File: config.mk
export PLATFORM = sky130hd
export DESIGN_NAME = alu_cmd_sequencer
export DESIGN_NICKNAME = d
export VERILOG_FILES = /design/src/rtl/alu_cmd_sequencer.sv
export SDC_FILE = /design/constraint.sdc
export NUM_CORES = 1
export LEC_CHECK = 0
export ABC_CLOCK_PERIOD_IN_PS = 2200
export BUFFER_PORTS_ARGS = -buffer_cell sky130_fd_sc_hd__buf_2
export CORE_ASPECT_RATIO = 0.5
export CORE_MARGIN = 2
export CORE_UTILIZATION = 30
export CTS_CLUSTER_DIAMETER = 100
export DETAILED_ROUTE_END_ITERATION = 10
export PLACE_DENSITY = 0.55
export RECOVER_POWER = 25
export SLEW_MARGIN = 30
export SYNTH_ARGS = -nofsm -noshare
export SYNTH_HDL_FRONTEND = slang
export SYNTH_SLANG_ARGS = --single-unit
File: constraint.sdc
create_clock -name CLK -period 2.2 [get_ports CLK]
set_input_delay 0.44 -clock CLK [delete_from_list [all_inputs] [get_ports CLK]]
set_output_delay 0.44 -clock CLK [all_outputs]
set_load 0.02 [all_outputs]
File: src/rtl/alu_cmd_sequencer.sv
// alu_cmd_sequencer
// Host-side command initiator for a registered ALU. Commands {opcode, A, B}
// are buffered in a small FIFO. They are issued to the ALU one at a time, and
// each result/flags pair (or an illegal-opcode error) is returned over a
// valid/ready result port. DONE_CNT counts consumed results and wraps at 8 bits.
module alu_cmd_sequencer #(
   parameter int width = 8,
   parameter int DEPTH = 4
) (
   input  logic             CLK,
   input  logic             RST,
   input  logic             CMD_VALID,
   output logic             CMD_READY,
   input  logic [3:0]       CMD_OP,
   input  logic [width-1:0] CMD_A,
   input  logic [width-1:0] CMD_B,
   output logic [3:0]       ALU_OPCODE,
   output logic [width-1:0] ALU_A,
   output logic [width-1:0] ALU_B,
   output logic             ALU_EN,
   output logic             ALU_OE,
   input  logic [width-1:0] ALU_RESULT,
   input  logic [3:0]       ALU_FLAGS,
   output logic             RES_VALID,
   input  logic             RES_READY,
   output logic [width-1:0] RES_DATA,
   output logic [3:0]       RES_FLAGS,
   output logic             RES_ERR,
   output logic [7:0]       DONE_CNT
);

   localparam int AW      = $clog2(DEPTH);
   localparam int ENTRY_W = 4 + 2 * width;

   typedef enum logic [1:0] {
      IDLE  = 2'd0,
      ISSUE = 2'd1,
      WAIT  = 2'd2,
      HOLD  = 2'd3
   } state_t;

   // Opcodes 2..7 (ADD, SUB, AND, OR, XOR, NOT) are the only ones the ALU executes.
   function automatic logic op_legal(input logic [3:0] op);
      return (op >= 4'd2) && (op <= 4'd7);
   endfunction

   // ---------------------------------------------------------------------
   // Command FIFO
   // ---------------------------------------------------------------------
   logic [ENTRY_W-1:0] fifo_mem [DEPTH];
   logic [AW-1:0]      wr_ptr;
   logic [AW-1:0]      rd_ptr;
   logic [AW:0]        count;
   logic               full;
   logic               empty;
   logic               push;
   logic               pop;
   logic [ENTRY_W-1:0] head;
   logic [3:0]         head_op;
   logic [width-1:0]   head_a;
   logic [width-1:0]   head_b;

   assign full      = (count == (AW+1)'(DEPTH));
   assign empty     = (count == (AW+1)'(0));
   // A full FIFO refuses the push even when a pop happens on the same edge.
   assign push      = CMD_VALID && !full;
   assign CMD_READY = !full;

   assign head    = fifo_mem[rd_ptr];
   assign head_op = head[ENTRY_W-1 -: 4];
   assign head_a  = head[2*width-1 -: width];
   assign head_b  = head[width-1:0];

   // Command storage, written on every accepted push.
   always_ff @(posedge CLK) begin
      if (push) begin
         fifo_mem[wr_ptr] <= {CMD_OP, CMD_A, CMD_B};
      end
   end

   // FIFO pointers and occupancy; pointers wrap naturally since DEPTH is a power of two.
   always_ff @(posedge CLK or posedge RST) begin
      if (RST) begin
         wr_ptr <= '0;
         rd_ptr <= '0;
         count  <= '0;
      end else begin
         if (push) begin
            wr_ptr <= wr_ptr + AW'(1);
         end
         if (pop) begin
            rd_ptr <= rd_ptr + AW'(1);
         end
         case ({push, pop})
            2'b10:   count <= count + (AW+1)'(1);
            2'b01:   count <= count - (AW+1)'(1);
            default: count <= count;
         endcase
      end
   end

   // ---------------------------------------------------------------------
   // Sequencer FSM
   // ---------------------------------------------------------------------
   state_t           state;
   state_t           state_nxt;
   logic [3:0]       alu_opcode_nxt;
   logic [width-1:0] alu_a_nxt;
   logic [width-1:0] alu_b_nxt;
   logic             alu_en_nxt;
   logic             alu_oe_nxt;
   logic             res_valid_nxt;
   logic [width-1:0] res_data_nxt;
   logic [3:0]       res_flags_nxt;
   logic             res_err_nxt;
   logic [7:0]       done_cnt_nxt;

   // State register.
   always_ff @(posedge CLK or posedge RST) begin
      if (RST) begin
         state <= IDLE;
      end else begin
         state <= state_nxt;
      end
   end

   // Next-state, FIFO pop and next values of every registered output.
   always_comb begin
      state_nxt      = state;
      pop            = 1'b0;
      alu_opcode_nxt = ALU_OPCODE;
      alu_a_nxt      = ALU_A;
      alu_b_nxt      = ALU_B;
      alu_en_nxt     = 1'b0;
      alu_oe_nxt     = 1'b0;
      res_valid_nxt  = RES_VALID;
      res_data_nxt   = RES_DATA;
      res_flags_nxt  = RES_FLAGS;
      res_err_nxt    = RES_ERR;
      done_cnt_nxt   = DONE_CNT;
      case (state)
         IDLE: begin
            if (!empty) begin
               pop = 1'b1;
               if (op_legal(head_op)) begin
                  alu_opcode_nxt = head_op;
                  alu_a_nxt      = head_a;
                  alu_b_nxt      = head_b;
                  alu_en_nxt     = 1'b1;
                  alu_oe_nxt     = 1'b1;
                  state_nxt      = ISSUE;
               end else begin
                  // Illegal opcode: report an error without touching the ALU.
                  res_data_nxt  = '0;
                  res_flags_nxt = 4'd0;
                  res_err_nxt   = 1'b1;
                  res_valid_nxt = 1'b1;
                  state_nxt     = HOLD;
               end
            end else begin
               state_nxt = IDLE;
            end
         end
         ISSUE: begin
            // The ALU samples its inputs at the end of this cycle.
            state_nxt = WAIT;
         end
         WAIT: begin
            res_data_nxt  = ALU_RESULT;
            res_flags_nxt = ALU_FLAGS;
            res_err_nxt   = 1'b0;
            res_valid_nxt = 1'b1;
            state_nxt     = HOLD;
         end
         HOLD: begin
            if (RES_READY) begin
               res_valid_nxt = 1'b0;
               done_cnt_nxt  = DONE_CNT + 8'd1;
               state_nxt     = IDLE;
            end else begin
               state_nxt = HOLD;
            end
         end
         default: begin
            state_nxt = IDLE;
         end
      endcase
   end

   // Registered ALU drive and result port.
   always_ff @(posedge CLK or posedge RST) begin
      if (RST) begin
         ALU_OPCODE <= 4'd0;
         ALU_A      <= '0;
         ALU_B      <= '0;
         ALU_EN     <= 1'b0;
         ALU_OE     <= 1'b0;
         RES_VALID  <= 1'b0;
         RES_DATA   <= '0;
         RES_FLAGS  <= 4'd0;
         RES_ERR    <= 1'b0;
         DONE_CNT   <= 8'd0;
      end else begin
         ALU_OPCODE <= alu_opcode_nxt;
         ALU_A      <= alu_a_nxt;
         ALU_B      <= alu_b_nxt;
         ALU_EN     <= alu_en_nxt;
         ALU_OE     <= alu_oe_nxt;
         RES_VALID  <= res_valid_nxt;
         RES_DATA   <= res_data_nxt;
         RES_FLAGS  <= res_flags_nxt;
         RES_ERR    <= res_err_nxt;
         DONE_CNT   <= done_cnt_nxt;
      end
   end

endmodule

==> results of run 1 <==
-- final cells by class --
class	instances	area [um^2]	area share, %
clock buffers	18	429	6.65
clock inverters	14	145	2.25
inverters	6	22.5	0.349
multi-input cells	137	1300	20.2
flip-flops and latches	132	3700	57.4
well taps	227	284	4.40
repair buffers	100	563	8.73
-- metrics by stage --
step                instance area (um^2)  total power, W  hold WS [ns]  utilization [%]  setup slack, ns
floorplan                           5100         0.00579         0.460                -            0.165
global placement                    5900         0.00678         0.455             35.7            0.257
global route                        6450         0.00996         0.242             39.1            0.113
CTS                                 6470         0.00957        0.0763             39.2            0.213
finish                              6450         0.00944         0.251             39.1            0.228
detailed placement                  5900         0.00682         0.461             35.7            0.219
-- layer usage --
| layer | up-vias | global-route usage, % |
|---|---|---|
| met3 | 15 | 3.46 |
| met4 | 0 | 5.21 |
| li1 | 1287 | - |
| met2 | 61 | 18.3 |
| met5 | - | 0 |
| met1 | 1388 | 13.7 |
-- path summary, 6_finish.rpt --
| path | from | end | slack (ns) | cells past startpoint |
|---|---|---|---|---|
| max | rd_ptr[0]$_DFFE_PP0P_ | ALU_B[3]$_DFFE_PP0P_ | 0.23 | 5 |
| min reg2reg | DONE_CNT[7]$_DFFE_PP0P_ | DONE_CNT[7]$_DFFE_PP0P_ | 0.47 | 1 |
| min | CMD_A[2] | fifo_mem[2][10]$_DFFE_PP_ | 0.25 | 1 |
| max in group asynchronous | RST | RES_DATA[0]$_DFFE_PP0P_ | 0.90 | 3 |
| min in group asynchronous | RST | ALU_OE$_DFF_PP0_ | 0.48 | 3 |
| max reg2reg | rd_ptr[0]$_DFFE_PP0P_ | ALU_B[3]$_DFFE_PP0P_ | 0.23 | 5 |
-- cell usage in the layout (no fill, tap or decap), drive strengths merged --
master / n
clkbuf: 27
a221o: 1
a22o: 2
ha: 6
bufinv: 1
nand2b: 2
buf: 91
o21bai: 1
o21ai: 1
and2: 1
dfrtp: 52
mux4: 20
inv: 13
and3: 6
nand2: 33
nand4: 2
mux2: 18
nand3: 5
o21a: 1
nor4: 1
nor2: 4
nor2b: 2
fa: 1
xor2: 4
a21o: 1
clkinv: 4
xnor2: 9
nor3: 2
edfxtp: 80
mux2i: 1
clkinvlp: 2
a21oi: 13
-- registers in the layout (all words and copies together) (netlist names) --
name and count:
count 3, DONE_CNT 8, fifo_mem 80, rd_ptr 2, ALU_A 8, ALU_OPCODE 4, ALU_B 8, RES_ERR 1
RES_FLAGS 4, RES_DATA 8, RES_VALID 1, ALU_OE 1, state 2, wr_ptr 2
-- power by group through the flow --
stage | clock network (W) | registers [W] | logic [W]
2_1_floorplan | 0 | 0.00413 | 0.00166
3_3_place_gp | 0 | 0.00379 | 0.00299
3_5_place_dp | 0 | 0.00380 | 0.00302
4_1_cts | 0.00278 | 0.00376 | 0.00303
5_1_grt | 0.00288 | 0.00383 | 0.00326
6_report | 0.00273 | 0.00375 | 0.00297
-- cell families (layout without fill, tap and decap cells) --
logic type | count (synthesis) | in the layout | synth area share [%]
mux | 39 | 39 | 13.7
simple gates | 58 | 58 | 5.42
flops | 132 | 132 | 72.5
buf+inv | 18 | 138 | 1.94
fa+ha+maj | 7 | 7 | 1.86
compound gates | 20 | 20 | 2.35
xor+xnor | 13 | 13 | 2.23
==> summary.md, run 1 <==
| Metric | Value |
|---|---|
| CP endpoint kind | `flip-flop` |
| GRT Residual Overflow | `0` |
| Clk_lat worst skew | `0.42 ns` |
| Sw frac | `33.0%` |
| TritonCTS buffer count | `17` |
| Internal | `0.00633 W` |
| Clock Sinks | `132` |
| Worst-Margin Slew | `1.36 ns` |
| Max Slew Vio Count | `0` |
| N_diodes | `0` |
| Worst hold path class | `in -> reg` |
| Synthesized cell area | `0.00510 mm^2` |
| Reg clk slew, reported paths | `approximately 0.070 ns` |
| DR WL met2 | `4.58 mm` |
| PwrDens | `1460 mW/mm^2` |
| Kind of critical path | `reg -> reg` |
| Number of iterations in the first detailed-routing pass | `4` |
| CTS resizes | `0` |
| Setup TNS | `0 ns` |
| YS warnings | `0` |
| Initial core utilization | `30.9%` |
| WL met3 | `489 um` |
| Core region area | `0.0165 mm^2` |
| Post-CTS Setup Inserts | `0` |
| Hold_buf cts | `0` |
| Syn_nets | `330` |
| CP Cell Sequence | `buf_4 > mux4_1 > o21a_1 > buf_12 > mux2_4` |
| Critical path's largest stage delay | `0.62 ns` |
| Iter 0 DRT Violations | `about 110` |
| Gate power share | `31.4%` |
| Clk_skew | `0.00869 ns` |
| CP Buf/Inv Count | `2` |
| Peak Freq | `507 MHz` |
| Layout area overhead | `26.3%` |
| Worst vdd ir | `0.560 mV` |
| FF+latch count, synth | `132` |
| Clock Tree Root | `clkbuf_16` |
| Die H | `96.2 um` |
| # H-tree levels | `4` |
| Dpl cells | `602` |
| Number of I/O port buffers | `80` |
| Total track usage | `11.2%` |
| Crit path max fanout | `19` |
| Die Footprint | `0.0181 mm^2` |
| Net switching power | `0.00311 W` |
| Post-synth EDFFs | `80` |
| Routed wire length | `9.65 mm` |
| Post-synth ARST share | `39.4%` |
| Ys flop type | `edfxtp_1` |
| Vias in the first global route | `between 2000 and 3000` |
| Top Layer Used | `met4` |
| DP Wirelength | `6.19 mm` |
| Final-report hold violation count | `0` |
| Num rows | `33` |
| Met1 wire length | `approximately 4.4 mm` |
| Nets | `437` |
| RSZ-0062 raised after global routing | `no` |
| First-pass GRT wire length | `15.0 mm` |
| Critical-path top delay cell | `mux4_1` |
| Initial antenna violation count | `0` |
| Layout cell share with drive strength beyond 1 | `39.6%` |
| TritonCTS clock tree | `done` |
| Antenna viol nets, final | `0` |
| Most frequent cell after synthesis | `edfxtp_1` |
| Cell count after synthesis | `287` |
| Max-cap check violation count | `0` |
| Average routed wire per standard cell | `about 15 um` |
| Setup crit start kind | `flip-flop` |
| Crit path DAT | `roughly 2.3 ns` |
| CP top delay family | `multiplexers` |
| Largest cells by area after synthesis | `edfxtp_1, dfrtp_1, mux4_2` |
| Die Wd | `188 um` |
| WP data required | `2.50 ns` |
| Static leakage | `2.60 nW` |
| Largest net degree at the start of global routing | `53` |
| Post-route DRC violation count | `0` |
| Fill cell count | `~1500` |
| Part of the cycle the worst path needs | `89.6%` |
| Rel. slew slack | `roughly a tenth` |
| Via count | `2751` |
| Synth cell count leaders | `edfxtp_1, dfrtp_1, nand2_1` |
| Ports | `slightly above 80` |
| Post-route minimum period | `around 2.0 ns` |
| Via-to-Cell Ratio | `4.34` |
| Clock share of power | `28.9%` |
| Longest Clk Path Bufs | `2` |
| Outcome | `complete, no violations` |
| Sequential share of the synthesized area | `72.5%` |
| Top-area cell type share of the netlist area | `between 40% and 50%` |
| Part of the power in registers | `between 30% and 40%` |
| Finish-stage setup viols | `0` |
| Syn Area/Cell | `17.8 um^2` |
| Leading area contributor after synthesis | `edfxtp_1` |
| Final Wtd Congestion | `0.741` |
| Distinct cells, synth | `35` |
| Non-Filler Instances | `634` |
Power figures use the tool's default switching activity.
==> run 2, diff against run 1 <==
- CTS_BUF_LIST: default -> sky130_fd_sc_hd__clkbuf_8 sky130_fd_sc_hd__clkbuf_16
==> run 2 against run 1 <==
- cell count is the same
- non-clock buffer count unchanged
- critical path depth did not move
- wire length about the same
- maximum frequency about the same
- via count about the same
- clock-buffer cell count is 1 lower
- sequential power is essentially flat
- clock skew about the same
- worst hold slack hardly changed
- first-iteration DRC count unchanged
==> summary.md, run 2 (synthesis gave the netlist of run 1 again) <==
| Metric | Value |
|---|---|
| Vias in the first global route | `2805 (unchanged)` |
| Post-route DRC violation count | `0 (unchanged)` |
| Max Slew Vio Count | `0 (unchanged)` |
| Worst-Margin Slew | `1.36 ns (about the same)` |
| Crit path launch | `rd_ptr[0]$_DFFE_PP0P_ (unchanged)` |
| Most frequent cells in the layout | `edfxtp_1, buf_2, dfrtp_1 (unchanged)` |
| GRT Residual Overflow | `0 (unchanged)` |
| Post-CTS Setup Inserts | `0 (unchanged)` |
| Crit path max fanout | `19 (unchanged)` |
| Final-report hold violation count | `0 (unchanged)` |
| Peak Freq | `507 MHz (about the same)` |
| Average routed wire per standard cell | `15.2 um (about the same)` |
| Nets | `437 (unchanged)` |
| Outcome | `complete, no violations (unchanged)` |
| Clock Tree Root | `clkbuf_16 (unchanged)` |
| Num rows | `33 (unchanged)` |
| RR Startpoint | `rd_ptr[0]$_DFFE_PP0P_ (unchanged)` |
| Setup crit start kind | `flip-flop (unchanged)` |
| Die Wd | `188 um (unchanged)` |
| Finish-stage setup viols | `0 (unchanged)` |
| Post-route minimum period | `1.97 ns (about the same)` |
| CP Buf/Inv Count | `2 (unchanged)` |
| DP Wirelength | `6.19 mm (unchanged)` |
| N_diodes | `0 (unchanged)` |
| Ports | `81 (unchanged)` |
| Rel. slew slack | `9.52% (was 9.50%)` |
| Antenna viol nets, final | `0 (unchanged)` |
| Tot Pwr | `0.00944 W (about the same)` |
| Critical-path top delay cell | `mux4_1 (unchanged)` |
| Reg clk slew, reported paths | `0.07 ns (about the same)` |
| Clk_skew | `0.00870 ns (was 0.00869 ns)` |
| WHS | `0.252 ns (was 0.251 ns)` |
| Largest net degree at the start of global routing | `53 (unchanged)` |
| Flop-to-flop setup slack | `0.23 ns (about the same)` |
| Min-Delay Startpoint | `CMD_A[2] (unchanged)` |
| CP endpoint kind | `flip-flop (unchanged)` |
| Initial antenna violation count | `0 (unchanged)` |
| Iter 0 DRT Violations | `113 (unchanged)` |
| Critical path's largest stage delay | `0.62 ns (about the same)` |
| Longest Clk Path Bufs | `2 (unchanged)` |
| Crit path DAT | `2.27 ns (about the same)` |
| Largest reg by FF count | `fifo_mem (unchanged)` |
| Layout cell share with drive strength beyond 1 | `39.6% (unchanged)` |
| Worst hold path class | `in -> reg (unchanged)` |
| Core region area | `0.0165 mm^2 (unchanged)` |
| TritonCTS buffer count | `17 (unchanged)` |
| Dpl cells | `602 (unchanged)` |
| RSZ-0062 raised after global routing | `no (unchanged)` |
| # H-tree levels | `4 (unchanged)` |
| Kind of critical path | `reg -> reg (unchanged)` |
| Static leakage | `2.61 nW (was 2.60 nW)` |
| Clock Sinks | `132 (unchanged)` |
| Part of the cycle the worst path needs | `89.6% (about the same)` |
| Non-Filler Instances | `634 (unchanged)` |
| CP Cell Sequence | `buf_4 > mux4_1 > o21a_1 > buf_12 > mux2_4 (unchanged)` |
| Via-to-Cell Ratio | `4.34 (about the same)` |
| Initial core utilization | `30.9% (unchanged)` |
| Max-cap check violation count | `0 (unchanged)` |
| WP data required | `2.50 ns (about the same)` |
| Clk_lat worst skew | `0.42 ns (about the same)` |
| Die Footprint | `0.0181 mm^2 (unchanged)` |
| Number of I/O port buffers | `80 (unchanged)` |
| CTS resizes | `0 (unchanged)` |
| Utilization after layout | `39.1% (unchanged)` |
| Worst vdd ir | `0.559 mV (was 0.560 mV)` |
| PwrDens | `1460 mW/mm^2 (about the same)` |
| Layout area overhead | `26.3% (unchanged)` |
| First-pass GRT wire length | `15.0 mm (unchanged)` |
| Max FFs per register | `80 (unchanged)` |
| Setup TNS | `0 ns (unchanged)` |
| Via count | `2753 (was 2751)` |
| Most common cell after layout, fill and taps aside | `edfxtp_1 (unchanged)` |
| Total track usage | `11.2% (unchanged)` |
| Routed wire length | `9.65 mm (about the same)` |
| Hold_buf cts | `0 (unchanged)` |
| Final Wtd Congestion | `0.741 (unchanged)` |
| TritonCTS clock tree | `done (unchanged)` |
| CP top delay family | `multiplexers (unchanged)` |
| Number of iterations in the first detailed-routing pass | `4 (unchanged)` |
| Die H | `96.2 um (unchanged)` |
==> run 2: cell count changes in the layout (fill, tap and decap cells not counted), sizes merged <==
cell	before	now
inv	13	14
clkbuf	27	26
==> run 2: worst register-to-register path, delay by kind of cell (launching register included) <==
family,cells,cell delay [ns]
compound gates,1,0.23
buf+inv,2,0.33
flops,1,0.37
mux,2,0.93
==> run 2: layout make-up <==
cell class	count	area [um^2]
Timing Repair Buffer	100	563
Clock inverter	15	149
Inverter	6	22.5
Multi-Input combinational cell	137	1300
Clock buffer	17	425
Sequential cell	132	3700
Tap cell	227	284
Fill cell	1543	10100
==> run 2: layer usage <==
layer	track usage (%)	vias up	wire length [um]
met1	13.7	1390	4440
li1	-	1287	-
met2	18.3	61	4580
met3	3.46	15	491
met4	5.21	0	144
met5	0	-	0
==> run 2: metrics by stage <==
step | setup slack, ns | cell area (um^2)
after floorplan | 0.165 | 5100
after global placement | 0.257 | 5900
after detailed placement | 0.219 | 5900
after CTS | 0.213 | 6470
after global routing | 0.113 | 6450
final | 0.228 | 6450
==> run 2: final timing paths <==
check | to | cells after the start
worst min register to register | DONE_CNT[7]$_DFFE_PP0P_ | 1
worst min-delay path | fifo_mem[2][10]$_DFFE_PP_ | 1
min in group asynchronous | ALU_OE$_DFF_PP0_ | 3
worst max register to register | ALU_B[3]$_DFFE_PP0P_ | 5
worst max-delay path | ALU_B[3]$_DFFE_PP0P_ | 5
max in group asynchronous | RES_DATA[0]$_DFFE_PP0P_ | 3
==> run 2: power by group <==
group          internal [W]  total, W  switching, W  leakage (nW)
clock               0.00159   0.00272       0.00114         0.282
sequential          0.00340   0.00375      0.000351          1.37
combinational       0.00134   0.00297       0.00163         0.949
==> run 3, diff against run 2 <==
- CORE_ASPECT_RATIO: 0.5 -> default
==> run 3 against run 2 <==
- critical path depth did not move
- clock skew rose by 0.0015 ns
- via count fell by 0.44%
- cell count fell by 1.3%
- worst hold slack got worse by 0.20 ns
- critical path type unchanged
- highest routed layer unchanged
==> summary.md, run 3 (synthesis gave the netlist of run 1 again) <==
| Metric | Value |
|---|---|
| Outcome | `complete, no violations (unchanged)` |
| WHS | `0.0566 ns (was 0.252 ns)` |
| Finish-stage setup viols | `0 (unchanged)` |
| Initial core utilization | `30.8% (was 30.9%)` |
| Die H | `134 um (was 96.2 um)` |
| Max Slew Vio Count | `0 (unchanged)` |
| Static leakage | `2.58 nW (was 2.61 nW)` |
| Dpl ws | `0.123 ns (was 0.219 ns)` |
| Setup crit start kind | `flip-flop (unchanged)` |
| Largest net degree at the start of global routing | `34 (was 53)` |
| CP endpoint kind | `flip-flop (unchanged)` |
| Die Footprint | `0.0181 mm^2 (about the same)` |
| Num rows | `47 (was 33)` |
| Longest Clk Path Bufs | `2 (unchanged)` |
| Worst vdd ir | `0.644 mV (was 0.559 mV)` |
| Via-to-Cell Ratio | `4.38 (was 4.34)` |
| # H-tree levels | `4 (unchanged)` |
| Post-route minimum period | `2.02 ns (was 1.97 ns)` |
| Die Wd | `134 um (was 188 um)` |
| Final setup margin | `0.180 ns (was 0.228 ns)` |
| Total track usage | `12.1% (was 11.2%)` |
| Fill cell count | `1586 (was 1543)` |
| Most frequent cells in the layout | `edfxtp_1, buf_2, dfrtp_1 (unchanged)` |
| Reg clk slew, reported paths | `0.05 ns (was 0.07 ns)` |
| Worst hold path class | `in -> async (was in -> reg)` |
| Flop-to-flop setup slack | `0.18 ns (was 0.23 ns)` |
| Vias in the first global route | `2962 (was 2805)` |
| Post-route DRC violation count | `0 (unchanged)` |
| Kind of critical path | `reg -> reg (unchanged)` |
| Layout area overhead | `26.3% (about the same)` |
| PwrDens | `1480 mW/mm^2 (was 1460 mW/mm^2)` |
| Nets | `436 (was 437)` |
| Crit path DAT | `2.31 ns (was 2.27 ns)` |
| Rel. slew slack | `66.8% (was 9.52%)` |
| Initial antenna violation count | `0 (unchanged)` |
| Hold_buf cts | `0 (unchanged)` |
| Number of iterations in the first detailed-routing pass | `4 (unchanged)` |
| Clock Tree Root | `clkbuf_16 (unchanged)` |
| Routed wire length | `9.97 mm (was 9.65 mm)` |
| N_diodes | `0 (unchanged)` |
| Setup TNS | `0 ns (unchanged)` |
| Clk_skew | `0.0102 ns (was 0.00870 ns)` |
| Core region area | `0.0166 mm^2 (was 0.0165 mm^2)` |
| DP Wirelength | `6.54 mm (was 6.19 mm)` |
| Peak Freq | `495 MHz (was 507 MHz)` |
| Clk_lat worst skew | `0.41 ns (was 0.42 ns)` |
| TritonCTS clock tree | `done (unchanged)` |
| Via count | `2741 (was 2753)` |
| Most common cell after layout, fill and taps aside | `edfxtp_1 (unchanged)` |
| Final Wtd Congestion | `0.720 (was 0.741)` |
| Number of I/O port buffers | `80 (unchanged)` |
| Ports | `81 (unchanged)` |
| Reg2reg end | `ALU_B[7]$_DFFE_PP0P_ (was ALU_B[3]$_DFFE_PP0P_)` |
| Layout cell share with drive strength beyond 1 | `37.4% (was 39.6%)` |
| Final-report hold violation count | `0 (unchanged)` |
| GRT Residual Overflow | `0 (unchanged)` |
| RSZ-0062 raised after global routing | `no (unchanged)` |
| Part of the cycle the worst path needs | `91.8% (was 89.6%)` |
| Iter 0 DRT Violations | `116 (was 113)` |
| Average routed wire per standard cell | `15.9 um (was 15.2 um)` |
| Crit path max fanout | `10 (was 19)` |
| Antenna viol nets, final | `0 (unchanged)` |
| Worst-Margin Slew | `0.497 ns (was 1.36 ns)` |
| First-pass GRT wire length | `16.2 mm (was 15.0 mm)` |
| TritonCTS buffer count | `17 (unchanged)` |
| Utilization after layout | `38.9% (was 39.1%)` |
| Largest reg by FF count | `fifo_mem (unchanged)` |
| RR Startpoint | `rd_ptr[0]$_DFFE_PP0P_ (unchanged)` |
| Clock Sinks | `132 (unchanged)` |
| Max FFs per register | `80 (unchanged)` |
| WP data required | `2.49 ns (was 2.50 ns)` |
| Max-cap check violation count | `0 (unchanged)` |
| Worst R2R Path Depth | `5 (unchanged)` |
## run 3: cell types whose count changed in the layout (fill, tap and decap cells not counted), moves of 3 or more
cell and change:
inv_8 -3, clkbuf_1 +12, clkbuf_8 +4, buf_2 -12, clkinv_4 -3
## run 3: routing by layer
layer | routed length [um] | global-route usage (%) | share of wire [%] | up-vias
li1 | - | - | - | 1285
met1 | 4560 | 15.3 | 46 | 1370
met2 | 4710 | 18.7 | 47 | 78
met3 | 588 | 4.35 | 5.9 | 8
met4 | 114 | 5.61 | 1.1 | 0
met5 | 0 | 0 | 0 | -
## run 3: area by class of cell
type                       instances  area, um^2  area share, %
clock buffer                      21         480           7.45
clock inverter                    11         123           1.90
inverter                           6        22.5          0.349
multi-input combinational        137        1310           20.3
sequential                       132        3700           57.5
tap                              220         275           4.27
timing repair buffer              99         531           8.23
## run 3: critical path: stages, from the launching register on
cell	delay (ns)
dfrtp_2	0.43
mux4_2	0.57
nor4_4	0.17
o21a_1	0.17
buf_4	0.21
mux2_2	0.35
## run 3: how the worst max path moves through the flow
stage                          startpoint              endpoint  slack (ns)
floorplan              state[1]$_DFF_PP0_  count[2]$_DFFE_PP0P_        0.16
global placement    rd_ptr[0]$_DFFE_PP0P_  ALU_B[6]$_DFFE_PP0P_        0.17
detailed placement  rd_ptr[0]$_DFFE_PP0P_  ALU_A[7]$_DFFE_PP0P_        0.12
CTS                 rd_ptr[0]$_DFFE_PP0P_  ALU_B[7]$_DFFE_PP0P_         0.1
global route        rd_ptr[0]$_DFFE_PP0P_  ALU_A[0]$_DFFE_PP0P_        0.05
finish              rd_ptr[0]$_DFFE_PP0P_  ALU_B[7]$_DFFE_PP0P_        0.18
## run 3: where the power goes
part           total, W  internal (W)  leakage [nW]  switching [W]
Combinational   0.00297       0.00132         0.912        0.00166
Sequential      0.00376       0.00340          1.37       0.000363
Clock           0.00281       0.00179         0.294        0.00102
## run 3: timing repair
| item | CTS | global route |
|---|---|---|
| setup buffers | 0 | 0 |
| setup endpoints to repair | 0 | 12 |
| resized for setup | 0 | 3 |
## run 3: through the flow
stage | instances | instance area (um^2) | total power (W)
global route | 626 | 6450 | 0.0101
finish | 626 | 6450 | 0.00955
CTS | 626 | 6460 | 0.00972
global placement | 594 | 5860 | 0.00676
floorplan | 287 | 5100 | 0.00579
detailed placement | 594 | 5860 | 0.00684
